==> src/rtl/adder_arb_pkg.sv <==
// Shared types and helpers for the adder-sharing arbiter: FSM state encoding,
// datapath width and the round-robin winner search.
package adder_arb_pkg;

  localparam int ADD_W   = 14;
  localparam int MAX_REQ = 8;

  typedef enum logic [1:0] {
    IDLE = 2'd0,
    CALC = 2'd1,
    RESP = 2'd2
  } state_e;

  // First set bit of valid at or above ptr, wrapping at nreq. Scanning from the
  // farthest slot down lets the nearest hit overwrite earlier ones.
  function automatic logic [2:0] rr_pick(input logic [MAX_REQ-1:0] valid,
                                         input logic [2:0]         ptr,
                                         input int                 nreq);
    logic [3:0] idx;
    rr_pick = ptr;
    for (int k = MAX_REQ - 1; k >= 0; k--) begin
      if (k < nreq) begin
        idx = {1'b0, ptr} + 4'(k);
        if (idx >= 4'(nreq)) idx = idx - 4'(nreq);
        if (valid[idx[2:0]]) rr_pick = idx[2:0];
      end
    end
  endfunction

endpackage

==> src/rtl/adder_14.sv <==
// 14-bit two's-complement adder datapath; carry-out is discarded.
module adder_14 (
  input  logic [13:0] A,
  input  logic [13:0] B,
  output logic [13:0] C
);

  assign C = A + B;

endmodule

==> src/rtl/adder_share_arb.sv <==
// Round-robin arbiter time-sharing one adder_14 between NREQ requesters.
// Optional signed-overflow output enabled by ADDER_SHARE_ARB_OVF_EN.
module adder_share_arb
  import adder_arb_pkg::*;
#(
  parameter int NREQ = 4,
  parameter int W    = ADD_W,
  parameter int IDW  = $clog2(NREQ)
) (
  input  logic            clk,
  input  logic            rst,
  input  logic [NREQ-1:0] req_valid,
  output logic [NREQ-1:0] req_ready,
  input  logic [NREQ*W-1:0] req_a,
  input  logic [NREQ*W-1:0] req_b,
  output logic            rsp_valid,
  input  logic            rsp_ready,
  output logic [IDW-1:0]  rsp_id,
  output logic [W-1:0]    rsp_sum
`ifdef ADDER_SHARE_ARB_OVF_EN
  ,
  output logic            rsp_ovf
`endif
);

  state_e               state_q;
  logic [IDW-1:0]       rr_ptr_q, id_q, rsp_id_q, win_id;
  logic [W-1:0]         op_a_q, op_b_q, rsp_sum_q, sum_w;
  logic                 rsp_valid_q;
  logic [MAX_REQ-1:0]   valid_ext;
  logic [2:0]           win_w;

  // NOTE: every signal written here gets a default first so no latch is inferred.
  always_comb begin
    valid_ext             = '0;
    valid_ext[NREQ-1:0]   = req_valid;
    win_w                 = rr_pick(valid_ext, 3'(rr_ptr_q), NREQ);
    win_id                = IDW'(win_w);
    req_ready             = '0;
    if (state_q == IDLE && |req_valid) req_ready[win_id] = 1'b1;
  end

  adder_14 u_adder (
    .A (op_a_q),
    .B (op_b_q),
    .C (sum_w)
  );

`ifdef ADDER_SHARE_ARB_OVF_EN
  logic rsp_ovf_q;
  assign rsp_ovf = rsp_ovf_q;
`endif

  // NOTE: state updates use non-blocking assignments so all registers see pre-edge values.
  always_ff @(posedge clk) begin
    if (rst) begin
      state_q     <= IDLE;
      rr_ptr_q    <= '0;
      id_q        <= '0;
      op_a_q      <= '0;
      op_b_q      <= '0;
      rsp_valid_q <= 1'b0;
      rsp_id_q    <= '0;
      rsp_sum_q   <= '0;
`ifdef ADDER_SHARE_ARB_OVF_EN
      rsp_ovf_q   <= 1'b0;
`endif
    end else begin
      case (state_q)
        IDLE: begin
          if (|req_valid) begin
            op_a_q   <= req_a[int'(win_id)*W +: W];
            op_b_q   <= req_b[int'(win_id)*W +: W];
            id_q     <= win_id;
            rr_ptr_q <= (int'(win_id) == NREQ - 1) ? '0 : IDW'(int'(win_id) + 1);
            state_q  <= CALC;
          end
        end
        CALC: begin
          rsp_sum_q   <= sum_w;
          rsp_id_q    <= id_q;
          rsp_valid_q <= 1'b1;
`ifdef ADDER_SHARE_ARB_OVF_EN
          rsp_ovf_q   <= (op_a_q[W-1] == op_b_q[W-1]) && (sum_w[W-1] != op_a_q[W-1]);
`endif
          state_q     <= RESP;
        end
        RESP: begin
          if (rsp_ready) begin
            rsp_valid_q <= 1'b0;
            state_q     <= IDLE;
          end
        end
        default: state_q <= IDLE;
      endcase
    end
  end

  assign rsp_valid = rsp_valid_q;
  assign rsp_id    = rsp_id_q;
  assign rsp_sum   = rsp_sum_q;

endmodule

==> config.mk <==
export PLATFORM = sky130hd
export DESIGN_NAME = adder_share_arb
export DESIGN_NICKNAME = d
export VERILOG_FILES = /design/src/rtl/adder_arb_pkg.sv /design/src/rtl/adder_14.sv /design/src/rtl/adder_share_arb.sv
export SDC_FILE = /design/constraint.sdc
export NUM_CORES = 1
export LEC_CHECK = 0
export ABC_AREA = 1
export ABC_CLOCK_PERIOD_IN_PS = 3270
export CAP_MARGIN = 20
export CORE_ASPECT_RATIO = 0.5
export CORE_MARGIN = 2
export CORE_UTILIZATION = 50
export CTS_CLUSTER_SIZE = 12
export DETAILED_ROUTE_END_ITERATION = 10
export PLACE_DENSITY = 0.87
export SETUP_SLACK_MARGIN = 0.3
export SLEW_MARGIN = 20
export SYNTH_ARGS = -nofsm -noshare
export SYNTH_HDL_FRONTEND = slang
export SYNTH_SLANG_ARGS = --single-unit
==> constraint.sdc <==
create_clock -name clk -period 3.27 [get_ports clk]
set_input_delay 0.327 -clock clk [delete_from_list [all_inputs] [get_ports clk]]
set_output_delay 0.327 -clock clk [all_outputs]
set_load 0.01 [all_outputs]
==> qor.json <==
{
  "met1_capacity_usage_during_global_routing": {"value": 38.6, "unit": "%"},
  "ys_types": {"value": 32},
  "use_met2": {"value": 46.3, "unit": "%"},
  "min_delay_path_class": {"value": "reg2reg"},
  "place_congestion": {"value": 0.861},
  "hold-worst-slack": {"value": 468, "unit": "ps"},
  "slowest_delay": {"value": 550, "unit": "ps"},
  "synth_largest_area_cell": {"value": "dfxtp_1"},
  "cts-root-to-sink-buffers": {"value": 2},
  "placed_cells": {"value": 926},
  "clkSlewWorstSetupHoldPaths": {"value": 70, "unit": "ps"},
  "syn_to_final_growth": {"value": 40.6, "unit": "%"},
  "grt.total_usage": {"value": 27.8, "unit": "%"},
  "num_vias": {"value": 4702},
  "worstSetupEndpointType": {"value": "output port"},
  "cts.hold.buffers_added": {"value": 0},
  "grt_setup_unrepaired": {"value": "yes"},
  "total_leakage_power": {"value": 3.12, "unit": "nW"},
  "fin_nets": {"value": 964},
  "drive_above_1_share": {"value": 4.35, "unit": "%"},
  "tightest_slew": {"value": 597, "unit": "ps"},
  "synth-seq-area-share": {"value": 25.1, "unit": "%"},
  "busiest_layer": {"value": "met2"},
  "die_h": {"value": 67.8, "unit": "um"},
  "grt_start_max_net_pins": {"value": 50},
  "cts-buffers-inserted": {"value": 5},
  "drtAntennaViolNets": {"value": 0},
  "r2r_cells": {"value": 16},
  "period_share": {"value": 89.0, "unit": "%"},
  "synth_ff_type": {"value": "dfxtp_1"},
  "vias_per_cell": {"value": 5.01},
  "netlist.area_leader.share": {"value": 25.1, "unit": "%"},
  "achievable-frequency": {"value": 343, "unit": "MHz"},
  "cellPowerDensity": {"value": 870, "unit": "mW/mm^2"},
  "wirelength": {"value": 12000, "unit": "um"},
  "die_width": {"value": 132, "unit": "um"},
  "antenna_violations_before_repair": {"value": 0},
  "status": {"value": "finished clean"},
  "yosys.cell_count.top_type": {"value": "nand2_1"},
  "holdPathStages": {"value": 2},
  "rr_endpoint": {"value": "op_a_q[9]$_SDFFE_PP0P_"},
  "post_synth_edffs": {"value": 0},
  "drc": {"value": 0},
  "cp_data_arrival_time": {"value": 2580, "unit": "ps"},
  "core-area": {"value": 0.00794, "unit": "mm^2"},
  "yosys_register_bits": {"value": 51},
  "r2r_slack": {"value": 700, "unit": "ps"},
  "cts_root_buffer": {"value": "clkbuf_16"},
  "drt_pass1_iterations": {"value": 4},
  "setup-violations-final": {"value": 0},
  "worst_setup_path_start_kind": {"value": "register"},
  "place.detailed.hpwl": {"value": 9140, "unit": "um"},
  "syn-cell-area": {"value": 0.00407, "unit": "mm^2"},
  "yosysWarnings": {"value": 0},
  "vias_in_the_first_global_route": {"value": 4238},
  "postSynth.asyncResetShare": {"value": 0, "unit": "%"},
  "global_route.usage.met3": {"value": 4.58, "unit": "%"},
  "peakVddDrop": {"value": 0.621, "unit": "mV"},
  "timing.final.hold_violations": {"value": 0},
  "grt_first_pass_wirelength": {"value": 20000, "unit": "um"},
  "floorplan.initialDensity": {"value": 51.2, "unit": "%"},
  "gr-total-overflow": {"value": 0},
  "hp-start": {"value": "id_q[0]$_SDFFE_PP0P_"},
  "ys_top_cells_by_count": {"value": "152 x nand2_1, 141 x inv_1, 129 x nand3_1, 80 x nor2_1, 51 x dfxtp_1"},
  "path_class": {"value": "reg2out"},
  "wl_per_cell": {"value": 12.8, "unit": "um"},
  "worstPathCellList": {"value": "inv_4, ha_1, inv_1, nand3_1, nand2_1, nand3_1, nand2_1, nand3_2, nand2_4, ha_1, inv_1, nor2_1, clkdlybuf4s50_1"},
  "post_route_setup_tns": {"value": 0, "unit": "ps"},
  "finalWorstPathRequiredPeriod": {"value": 2910, "unit": "ps"},
  "die_area": {"value": 0.00891, "unit": "mm^2"},
  "insertedDiodeCount": {"value": 0},
  "post_synth_inst_count": {"value": 702},
  "synthesis.nets": {"value": 840},
  "layout.core_utilization": {"value": 72.0, "unit": "%"},
  "io_buffer_count": {"value": 139},
  "skew": {"value": 5.31, "unit": "ps"},
  "cp.required": {"value": 2940, "unit": "ps"},
  "std_cell_rows": {"value": 23},
  "timing.critical_path.fanout_max": {"value": 8},
  "maxSlewViolCount": {"value": 0},
  "total_power": {"value": 0.00498, "unit": "W"},
  "crit_path_leading_delay_family": {"value": "buffers and inverters"},
  "r2r_start": {"value": "rr_ptr_q[0]$_SDFFE_PP0P_"},
  "ios": {"value": 140},
  "clock_sink_count": {"value": 51},
  "maxCapViolations": {"value": 0},
  "crit_path_top_delay_cell": {"value": "clkdlybuf4s50_1"},
  "cts_tree": {"value": "built"},
  "cp.buffers_inverters": {"value": 4},
  "syn_area_per_cell": {"value": 5.79, "unit": "um^2"},
  "endpoint_of_the_worst_hold_path": {"value": "id_q[0]$_SDFFE_PP0P_"},
  "h-tree-depth": {"value": 2},
  "slew-limit-headroom": {"value": 60.1, "unit": "%"},
  "clk_latency": {"value": 300, "unit": "ps"},
  "final-instance-count-excl-fill": {"value": 939},
  "synth_area_leaders": {"value": "dfxtp_1 25%, nand3_1 16%, nand2_1 14%"},
  "detail_route.iter0.violations": {"value": 400}
}
-- worst max-delay path by stage --
stage                        end                      from  slack, ps  cells after the start
finish              req_ready[0]  rr_ptr_q[0]$_SDFFE_PP0P_        360                     13
global route        req_ready[3]  rr_ptr_q[0]$_SDFFE_PP0P_        190                     16
CTS                 req_ready[0]  rr_ptr_q[0]$_SDFFE_PP0P_        300                     13
detailed placement  req_ready[3]  rr_ptr_q[0]$_SDFFE_PP0P_        260                     15
global placement    req_ready[1]  rr_ptr_q[0]$_SDFFE_PP0P_        390                     15
floorplan           req_ready[1]  rr_ptr_q[0]$_SDFFE_PP0P_        970                     16
-- kinds of logic after synthesis --
kind of cell               Yosys count  synth area share, %
and+or+nand+nor                    374                 39.5
buffers and inverters              181                 18.0
AOI/OAI and AO/OA                   67                 9.17
adders and majority gates           19                 6.03
DFF                                 51                 25.1
xor gates and xnor gates            10                 2.15
-- routing by layer --
metal | wire length, um | part of all wire (%)
met4 | 153 | 1.3
met3 | 628 | 5.2
met2 | 5430 | 45
met5 | 0 | 0
met1 | 5830 | 48
-- tightest hold or removal path, stage by stage (launching register included) --
cell	delay (ps)
dfxtp_1	310
nand2_1	60
a21oi_1	50
-- timing repair --
item	4_1_cts	5_1_grt
endpoints found under the hold margin	0	0
pin swaps	0	1
setup buffers	2	3
gates resized for setup	7	3
setup endpoints to repair	4	3
-- sequential cells by signal (all words and copies together) (netlist names) --
signal and flops:
op_a_q 14, op_b_q 14, state_q 2, rsp_id 2, rsp_valid 1, rsp_sum 14
rr_ptr_q 2, id_q 2
-- power breakdown --
part           leakage [nW]  total [W]  internal [W]  switching, W
Clock                0.0900   0.000674      0.000438      0.000236
Sequential            0.423   0.000995      0.000836      0.000159
Combinational          2.61    0.00331       0.00125       0.00206
Total                  3.12    0.00498       0.00252       0.00245
-- cell usage in the layout, fill, tap and decap left out, drive strengths merged --
| master | instances |
|---|---|
| a211oi | 2 |
| a21o | 1 |
| a21oi | 21 |
| buf | 12 |
| bufinv | 2 |
| clkbuf | 6 |
| clkdlybuf4s50 | 136 |
| clkinv | 1 |
| clkinvlp | 1 |
| dfxtp | 51 |
| dlygate4sd2 | 1 |
| dlymetal6s2s | 1 |
| fa | 1 |
| ha | 18 |
| inv | 146 |
| nand2 | 156 |
| nand3 | 131 |
| nand3b | 1 |
| nand4 | 1 |
| nor2 | 81 |
| nor3 | 3 |
| nor4 | 1 |
| o211ai | 3 |
| o21a | 8 |
| o21ai | 31 |
| o21bai | 1 |
| xnor2 | 3 |
| xor2 | 7 |
-- stage by stage --
stage	area, um^2	worst slack (ps)
2_1_floorplan	4070	967
3_3_place_gp	5480	391
3_5_place_dp	5480	256
4_1_cts	5700	303
5_1_grt	5720	189
6_report	5720	359
-- final cells by class --
| class | instances | area, um^2 |
|---|---|---|
| multi-input cells | 470 | 2330 |
| fillers | 707 | 2220 |
| repair buffers | 151 | 1480 |
| flip-flops and latches | 51 | 1020 |
| inverters | 147 | 557 |
| well taps | 112 | 140 |
| clock buffers | 5 | 125 |
| clock inverters | 3 | 67.6 |
Note: power is estimated with default switching activity, not from simulation.
